File: config.mk
export PLATFORM = sky130hd
export DESIGN_NAME = kv_store_responder
export DESIGN_NICKNAME = d
export VERILOG_FILES = /design/src/rtl/kv_store_pkg.sv /design/src/rtl/kv_ttl_ticker.sv /design/src/rtl/kv_store_responder.sv
export SDC_FILE = /design/constraint.sdc
export NUM_CORES = 2
export LEC_CHECK = 0
export ABC_CLOCK_PERIOD_IN_PS = 8000
export BUFFER_PORTS_ARGS = -buffer_cell sky130_fd_sc_hd__clkbuf_2
export CAP_MARGIN = 0
export CORE_ASPECT_RATIO = 0.75
export CORE_MARGIN = 4
export CORE_UTILIZATION = 50
export CTS_BUF_LIST = sky130_fd_sc_hd__clkbuf_8
export CTS_CLUSTER_SIZE = 25
export DETAILED_ROUTE_END_ITERATION = 8
export PLACE_DENSITY = 0.73
export SYNTH_ARGS = -nofsm -noshare
export SYNTH_HDL_FRONTEND = slang
export SYNTH_SLANG_ARGS = --single-unit
export TNS_END_PERCENT = 10
File: constraint.sdc
create_clock -name clk -period 8 [get_ports clk]
set_input_delay 0.8 -clock clk [delete_from_list [all_inputs] [get_ports clk]]
set_output_delay 0.8 -clock clk [all_outputs]
set_load 0.02 [all_outputs]
File: src/rtl/kv_store_pkg.sv
// rtl/kv_store_pkg.sv - shared state/op encodings and TTL constant helper for kv_store_responder
package kv_store_pkg;

  typedef enum logic [1:0] {
    ST_IDLE,
    ST_SEARCH,
    ST_UPDATE,
    ST_RESPOND
  } state_e;

  typedef enum logic [1:0] {
    OP_GET,
    OP_SET,
    OP_DEL,
    OP_EXPIRE
  } op_e;

  localparam int TTL_MAX_WIDTH = 64;

  // All-ones TTL of the given width marks an entry that never ages.
  function automatic logic [TTL_MAX_WIDTH-1:0] ttl_persist(input int width);
    ttl_persist = '0;
    for (int i = 0; i < TTL_MAX_WIDTH; i++) begin
      if (i < width) ttl_persist[i] = 1'b1;
    end
  endfunction

endpackage

File: src/rtl/kv_ttl_ticker.sv
// rtl/kv_ttl_ticker.sv - TICK_DIV prescaler emitting a single-cycle TTL tick
module kv_ttl_ticker #(
  parameter int TICK_DIV = 1000
) (
  input  logic clk,
  input  logic rst_n,
  output logic tick_o
);

  localparam int CW = (TICK_DIV > 1) ? $clog2(TICK_DIV) : 1;

  logic [CW-1:0] cnt_q, cnt_d;

  assign tick_o = (cnt_q == CW'(TICK_DIV - 1));

  always_comb begin
    cnt_d = tick_o ? '0 : cnt_q + 1'b1;
  end

  always_ff @(posedge clk or negedge rst_n) begin
    if (!rst_n) cnt_q <= '0;
    else        cnt_q <= cnt_d;
  end

endmodule

File: src/rtl/kv_store_responder.sv
// rtl/kv_store_responder.sv - fully associative key/value/TTL responder; KV_TTL_EXPIRY_EN enables TTL ageing
module kv_store_responder
  import kv_store_pkg::*;
#(
  parameter int KEY_WIDTH   = 64,
  parameter int VALUE_WIDTH = 64,
  parameter int TTL_WIDTH   = 32,
  parameter int ENTRIES     = 8,
  parameter int TICK_DIV    = 1000
) (
  input  logic                           clk,
  input  logic                           rst_n,
  input  logic                           mem_cmd_valid,
  input  logic                           mem_cmd_write,
  input  logic [KEY_WIDTH-1:0]           mem_cmd_key,
  input  logic [VALUE_WIDTH-1:0]         mem_cmd_value,
  input  logic [TTL_WIDTH-1:0]           mem_cmd_ttl,
  output logic                           mem_cmd_ready,
  output logic                           mem_resp_valid,
  output logic                           mem_resp_hit,
  output logic [VALUE_WIDTH-1:0]         mem_resp_value,
  output logic [TTL_WIDTH-1:0]           mem_resp_ttl,
  input  logic                           mem_resp_ready,
  output logic [$clog2(ENTRIES+1)-1:0]   entry_count
);

  localparam int IW = $clog2(ENTRIES);
  localparam int CW = $clog2(ENTRIES + 1);
  localparam logic [IW-1:0] LAST_IDX = IW'(ENTRIES - 1);
  localparam logic [TTL_WIDTH-1:0] TTL_PERSIST = TTL_WIDTH'(ttl_persist(TTL_WIDTH));

  state_e                  state_q, state_d;
  op_e                     op_q, op_d;
  logic [KEY_WIDTH-1:0]    cmd_key_q, cmd_key_d;
  logic [VALUE_WIDTH-1:0]  cmd_value_q, cmd_value_d;
  logic [TTL_WIDTH-1:0]    cmd_ttl_q, cmd_ttl_d;
  logic [IW-1:0]           idx_q, idx_d, match_idx_q, match_idx_d, free_idx_q, free_idx_d;
  logic                    match_q, match_d, free_q, free_d;
  logic                    ready_q, ready_d, resp_valid_q, resp_valid_d, resp_hit_q, resp_hit_d;
  logic [VALUE_WIDTH-1:0]  resp_value_q, resp_value_d;
  logic [TTL_WIDTH-1:0]    resp_ttl_q, resp_ttl_d;
  logic [CW-1:0]           count_q, count_d;

  logic [ENTRIES-1:0]      tbl_valid_q;
  logic [KEY_WIDTH-1:0]    tbl_key_q   [ENTRIES];
  logic [VALUE_WIDTH-1:0]  tbl_value_q [ENTRIES];
  logic [TTL_WIDTH-1:0]    tbl_ttl_q   [ENTRIES];

  logic                    wr_en, wr_valid;
  logic [IW-1:0]           wr_idx;
  logic [KEY_WIDTH-1:0]    wr_key;
  logic [VALUE_WIDTH-1:0]  wr_value;
  logic [TTL_WIDTH-1:0]    wr_ttl;
  logic                    tick, scan_live, match_live;

`ifdef KV_TTL_EXPIRY_EN
  kv_ttl_ticker #(.TICK_DIV(TICK_DIV)) u_ticker (
    .clk    (clk),
    .rst_n  (rst_n),
    .tick_o (tick)
  );
`else
  // TTLs never age in this build; TICK_DIV >= 1 keeps this constant low.
  assign tick = (TICK_DIV == 0);
`endif

  assign mem_cmd_ready  = ready_q;
  assign mem_resp_valid = resp_valid_q;
  assign mem_resp_hit   = resp_hit_q;
  assign mem_resp_value = resp_value_q;
  assign mem_resp_ttl   = resp_ttl_q;
  assign entry_count    = count_q;

  always_comb begin
    state_d      = state_q;
    op_d         = op_q;
    cmd_key_d    = cmd_key_q;
    cmd_value_d  = cmd_value_q;
    cmd_ttl_d    = cmd_ttl_q;
    idx_d        = idx_q;
    match_d      = match_q;
    match_idx_d  = match_idx_q;
    free_d       = free_q;
    free_idx_d   = free_idx_q;
    ready_d      = 1'b0;
    resp_valid_d = resp_valid_q;
    resp_hit_d   = resp_hit_q;
    resp_value_d = resp_value_q;
    resp_ttl_d   = resp_ttl_q;
    wr_en        = 1'b0;
    wr_valid     = 1'b1;
    wr_idx       = match_idx_q;
    wr_key       = cmd_key_q;
    wr_value     = cmd_value_q;
    wr_ttl       = cmd_ttl_q;
    scan_live    = tbl_valid_q[idx_q] && (tbl_ttl_q[idx_q] != '0);
    // A match may have aged out after it was scanned, so liveness is re-checked here.
    match_live   = match_q && tbl_valid_q[match_idx_q] && (tbl_ttl_q[match_idx_q] != '0);

    case (state_q)
      ST_IDLE: begin
        ready_d = mem_cmd_valid && !ready_q;
        if (mem_cmd_valid && ready_q) begin
          cmd_key_d   = mem_cmd_key;
          cmd_value_d = mem_cmd_value;
          cmd_ttl_d   = mem_cmd_ttl;
          if (!mem_cmd_write)          op_d = OP_GET;
          else if (mem_cmd_ttl == '0)  op_d = OP_DEL;
          else if (mem_cmd_value == '0) op_d = OP_EXPIRE;
          else                         op_d = OP_SET;
          idx_d   = '0;
          match_d = 1'b0;
          free_d  = 1'b0;
          state_d = ST_SEARCH;
        end
      end
      ST_SEARCH: begin
        if (scan_live && !match_q && (tbl_key_q[idx_q] == cmd_key_q)) begin
          match_d     = 1'b1;
          match_idx_d = idx_q;
        end
        if (!scan_live && !free_q) begin
          free_d     = 1'b1;
          free_idx_d = idx_q;
        end
        idx_d = (idx_q == LAST_IDX) ? '0 : idx_q + 1'b1;
        if (idx_q == LAST_IDX) state_d = ST_UPDATE;
      end
      ST_UPDATE: begin
        state_d      = ST_RESPOND;
        resp_valid_d = 1'b1;
        resp_hit_d   = 1'b0;
        resp_value_d = '0;
        resp_ttl_d   = '0;
        case (op_q)
          OP_GET: if (match_live) begin
            resp_hit_d   = 1'b1;
            resp_value_d = tbl_value_q[match_idx_q];
            resp_ttl_d   = tbl_ttl_q[match_idx_q];
          end
          OP_DEL: if (match_live) begin
            wr_en        = 1'b1;
            wr_valid     = 1'b0;
            wr_value     = tbl_value_q[match_idx_q];
            wr_ttl       = tbl_ttl_q[match_idx_q];
            resp_hit_d   = 1'b1;
            resp_value_d = tbl_value_q[match_idx_q];
            resp_ttl_d   = tbl_ttl_q[match_idx_q];
          end
          OP_EXPIRE: if (match_live) begin
            wr_en        = 1'b1;
            wr_value     = tbl_value_q[match_idx_q];
            resp_hit_d   = 1'b1;
            resp_value_d = tbl_value_q[match_idx_q];
            resp_ttl_d   = cmd_ttl_q;
          end
          default: if (match_live || free_q) begin
            wr_en        = 1'b1;
            wr_idx       = match_live ? match_idx_q : free_idx_q;
            resp_hit_d   = 1'b1;
            resp_value_d = cmd_value_q;
            resp_ttl_d   = cmd_ttl_q;
          end
        endcase
      end
      ST_RESPOND: begin
        if (mem_resp_ready) begin
          resp_valid_d = 1'b0;
          state_d      = ST_IDLE;
        end
      end
      default: state_d = ST_IDLE;
    endcase
  end

  always_comb begin
    count_d = '0;
    for (int i = 0; i < ENTRIES; i++) count_d = count_d + CW'(tbl_valid_q[i]);
  end

  always_ff @(posedge clk or negedge rst_n) begin
    if (!rst_n) begin
      state_q      <= ST_IDLE;
      op_q         <= OP_GET;
      cmd_key_q    <= '0;
      cmd_value_q  <= '0;
      cmd_ttl_q    <= '0;
      idx_q        <= '0;
      match_q      <= 1'b0;
      match_idx_q  <= '0;
      free_q       <= 1'b0;
      free_idx_q   <= '0;
      ready_q      <= 1'b0;
      resp_valid_q <= 1'b0;
      resp_hit_q   <= 1'b0;
      resp_value_q <= '0;
      resp_ttl_q   <= '0;
      count_q      <= '0;
    end else begin
      state_q      <= state_d;
      op_q         <= op_d;
      cmd_key_q    <= cmd_key_d;
      cmd_value_q  <= cmd_value_d;
      cmd_ttl_q    <= cmd_ttl_d;
      idx_q        <= idx_d;
      match_q      <= match_d;
      match_idx_q  <= match_idx_d;
      free_q       <= free_d;
      free_idx_q   <= free_idx_d;
      ready_q      <= ready_d;
      resp_valid_q <= resp_valid_d;
      resp_hit_q   <= resp_hit_d;
      resp_value_q <= resp_value_d;
      resp_ttl_q   <= resp_ttl_d;
      count_q      <= count_d;
    end
  end

  // The UPDATE write takes precedence over the tick decrement on the same entry.
  always_ff @(posedge clk or negedge rst_n) begin
    if (!rst_n) begin
      tbl_valid_q <= '0;
      for (int i = 0; i < ENTRIES; i++) begin
        tbl_key_q[i]   <= '0;
        tbl_value_q[i] <= '0;
        tbl_ttl_q[i]   <= '0;
      end
    end else begin
      for (int i = 0; i < ENTRIES; i++) begin
        if (wr_en && (wr_idx == IW'(i))) begin
          tbl_valid_q[i] <= wr_valid;
          tbl_key_q[i]   <= wr_key;
          tbl_value_q[i] <= wr_value;
          tbl_ttl_q[i]   <= wr_ttl;
        end else if (tick && tbl_valid_q[i] && (tbl_ttl_q[i] != '0) &&
                     (tbl_ttl_q[i] != TTL_PERSIST)) begin
          tbl_ttl_q[i] <= tbl_ttl_q[i] - 1'b1;
          if (tbl_ttl_q[i] == TTL_WIDTH'(1)) tbl_valid_q[i] <= 1'b0;
        end
      end
    end
  end

endmodule

==> out/qor.txt <==
Most used cell, CP - buf_4
Drt drc - 0
Post-Syn Area - 70100 um2
Leak pwr - 36.4 nW
Die ar. - 146000 um2
Met2 Wirelength - 86000 um
Post-synthesis sequential area ratio - 55.9%
Seq cells post-synth - 1566
Setup Skew - 0.0728 ns
Final wirelength - 194000 um
H-Tree Depth - 4
Vias - 48300
I/O pins - 268
Hold Vio Cnt, Final - 0
Via density - 6.04
Maximum vdd drop - 0.187 mV
Worst Setup Path Type - flip-flop to flip-flop
RD Place Congestion - 0.973
Tot GR Track Use - 26.4%
Vias in the first global route - 48500
Post-DP HPWL - 119000 um
Synth Net Count - 5984
Initial core utilization - 50.6%
Yosys warns - 0
R2r worst-path depth - 11
Synth area leaders - dfrtp_1 56%, mux2_2 9.6%, mux4_2 9.5%
Sum of negative setup slack - 0 ns
Asr flop ratio synth - 100%
Cell chain of the critical path - buf_4 > mux4_2 > nor4_1 > nand4_1 > mux2i_1 > a21oi_2 > buf_4 > mux2i_4 > buf_4 > buf_4 > o21ai_0
Largest area contributor in the netlist - dfrtp_1
Crit path largest cell delay - 0.77 ns
Insertion delay to the later sink of the worst-skew pair - 0.97 ns
Hold Crit Class - input port to flip-flop
Critical path required time - 8.80 ns
Filler cell count - 11200
PortBufs - 267
Total gr overflow - 0
Delay-heaviest family, CP - buffers and inverters
Slowest-stage cell, CP - dfrtp_4
Critical Path AT - 6.82 ns
Critical path depth - 11
Clk buf depth - 3
Worst-path maximum fanout - 67
Reg2reg start - match_idx_q[0]
TritonCTS clock tree - built
Endpoints failing setup - 0
Total power - 25.0 mW
CP Launch Type - flip-flop
Max Used Layer - met5
TritonCTS Buffers - 231
R2r setup slk - 1.98 ns
Die width - 440 um
Largest net degree at the start of global routing - 200
Core area - 139000 um2
EDFF count, synth - 0
Max cap viols - 0
Clock transition at the registers of the reported paths - 0.06 ns
DRT Pass-1 Iters - 8
Post-cts sizing count - 0
Status - complete, no violations
Global-route wire length before repair - 300000 um
Worst rel slew slack - 15.1%
Die Y-Extent - 332 um
Crit share post-route - 75.3%
Synth unique cells - 60
Ratio of cells with drive above 1 in the final layout - 26.0%
Minimum clock period - 6.02 ns
Crit path buffers/inverters - 4
Nets - 6139
WL met1 - 83600 um
Row Count - 118
Initial antenna violation count - 6
Remaining antenna violation count - 0
Crit end category - flip-flop
Ys flop type - dfrtp_1
Reg-to-Reg End - tbl_value_q[88]
CP endpoint - tbl_value_q[88]
Measured slew at the worst slew-check pin - 1.26 ns
Avg Synthesized Cell Area - 12.1 um2
Yosys top cell area share - 55.9%
Cell count after synthesis - 5805
RSZ-0062 raised after global routing - false
Routed len/inst - 24.2 um
Root Buffer - clkbuf_8
Worst setup startpoint - match_idx_q[0]
Maximum clock frequency - 0.166 GHz
Layout area overhead - 10.8%
Initial DRC Count - 5347
Final Max Slew Viols - 0
DR WL met3 - 17000 um
Clk sinks - 1566
Pwr Density - 321 nW/um2
-- worst min-delay path by stage --
| stage | from | endpoint | slack (ns) | depth (start not counted) |
|---|---|---|---|---|
| detailed placement | tbl_value_q[350] | tbl_value_q[350] | 0.47 | 2 |
| finish | mem_cmd_key[54] | cmd_key_q[54] | 0.09 | 3 |
| global route | mem_cmd_ttl[16] | cmd_ttl_q[16] | 0.04 | 3 |
| floorplan | tbl_value_q[383] | tbl_value_q[383] | 0.44 | 2 |
| CTS | mem_cmd_key[54] | cmd_key_q[54] | 0.0005 | 3 |
| global placement | tbl_value_q[336] | tbl_value_q[336] | 0.46 | 2 |
-- sequential cells by signal, indices dropped and copies added, names as in the netlist --
register	count
mem_resp_valid	1
free_idx_q	3
mem_resp_hit	1
tbl_valid_q	8
match_q	1
state_q	2
cmd_value_q	64
free_q	1
mem_cmd_ready	1
tbl_key_q	512
tbl_value_q	512
entry_count	4
cmd_ttl_q	32
mem_resp_value	64
mem_resp_ttl	32
tbl_ttl_q	256
cmd_key_q	64
op_q	2
match_idx_q	3
idx_q	3
-- per-layer routing --
layer,track usage (%),up-vias
li1,-,20900
met1,38.5,24800
met2,38.5,2131
met3,6.88,406
met4,9.64,2
met5,0,-
-- report_power, final --
part           switching (mW)  leakage, nW  internal (mW)  total [mW]
registers                1.91         21.5           9.78        11.7
logic                    3.91         12.1           2.72        6.63
clock network            3.17         2.76           3.47        6.65
total                    9.00         36.4           16.0        25.0
-- cell families (layout without fill, tap and decap cells) --
logic type,count (synthesis),count (layout),share of synthesized area (%)
simple gates,1606,1606,9.65
flops,1566,1566,55.9
mux,1105,1105,22.3
compound gates,978,978,7.91
buf+inv,486,817,3.39
xor+xnor,50,50,0.624
fa+ha+maj,14,14,0.293
other cells,0,4,0
-- cell usage in the layout (no fill, tap or decap), types with 18 or more instances in the layout --
cell type,synthesis,layout
o21ai_0,728,728
buf_4,105,57
dfrtp_1,1566,1560
a221o_1,96,96
nor2_1,51,48
mux2_2,601,601
nand2_1,1270,1270
nor2b_1,91,89
xor2_1,37,37
mux4_2,297,297
o21ai_1,82,82
buf_12,0,18
nor4_1,84,84
inv_1,14,92
dlygate4sd3_1,0,52
clkbuf_2,0,266
nor3_1,22,22
a22oi_1,25,25
clkbuf_8,0,298
mux2i_1,192,192
nand4_1,36,36
-- synthesized netlist by cell type, drive strengths merged, types with 5 or more instances --
cell type and count:
nand2 1270, nor3b 5, dfrtp 1566, inv 14, nor3 22, mux2i 200, nand4 36, mux2 608
a22oi 25, buf 280, ha 10, mux4 297, xor2 37, a221o 96, nand3 7, nor2b 91
nor4 85, nor4b 8, clkbuf 191, nor2 51, o211ai 5, nand3b 11, or4 7, xnor2 13
o21ai 810, a21oi 16
-- worst min-delay path: stages --
cell and delay (ns):
clkbuf_2 0.07, nand2_1 0.07, nand2_1 0.06
-- layout make-up --
class / count / area (um2) / share of cell area (%)
sequential: 1566 / 39200 / 50.4
multi-input combinational: 3753 / 28700 / 36.9
clock buffer: 298 / 4100 / 5.28
timing repair buffer: 393 / 2640 / 3.40
tap: 1860 / 2330 / 2.99
clock inverter: 111 / 701 / 0.902
inverter: 15 / 56.3 / 0.0724
antenna: 4 / 10.0 / 0.0129
-- what timing repair did --
item,CTS,global route
setup buffers,0,0
hold endpoints to repair,170,0
endpoints found under the setup margin,0,0
hold buffers,52,0
-- stage by stage --
| stage | setup WS, ns | hold WS, ns | instance area (um2) | utilization [%] | cells |
|---|---|---|---|---|---|
| global placement | 2.23 | 0.456 | 72400 | 52.2 | 7535 |
| detailed placement | 2.15 | 0.465 | 72400 | 52.2 | 7535 |
| CTS | 2.15 | 0.000540 | 77700 | 56.1 | 7996 |
| finish | 1.98 | 0.0856 | 77700 | 56.1 | 8000 |
| floorplan | 4.64 | 0.445 | 70100 | - | 5805 |
| global route | 1.74 | 0.0447 | 77700 | 56.1 | 8000 |
(Power assumes the default switching activity.)
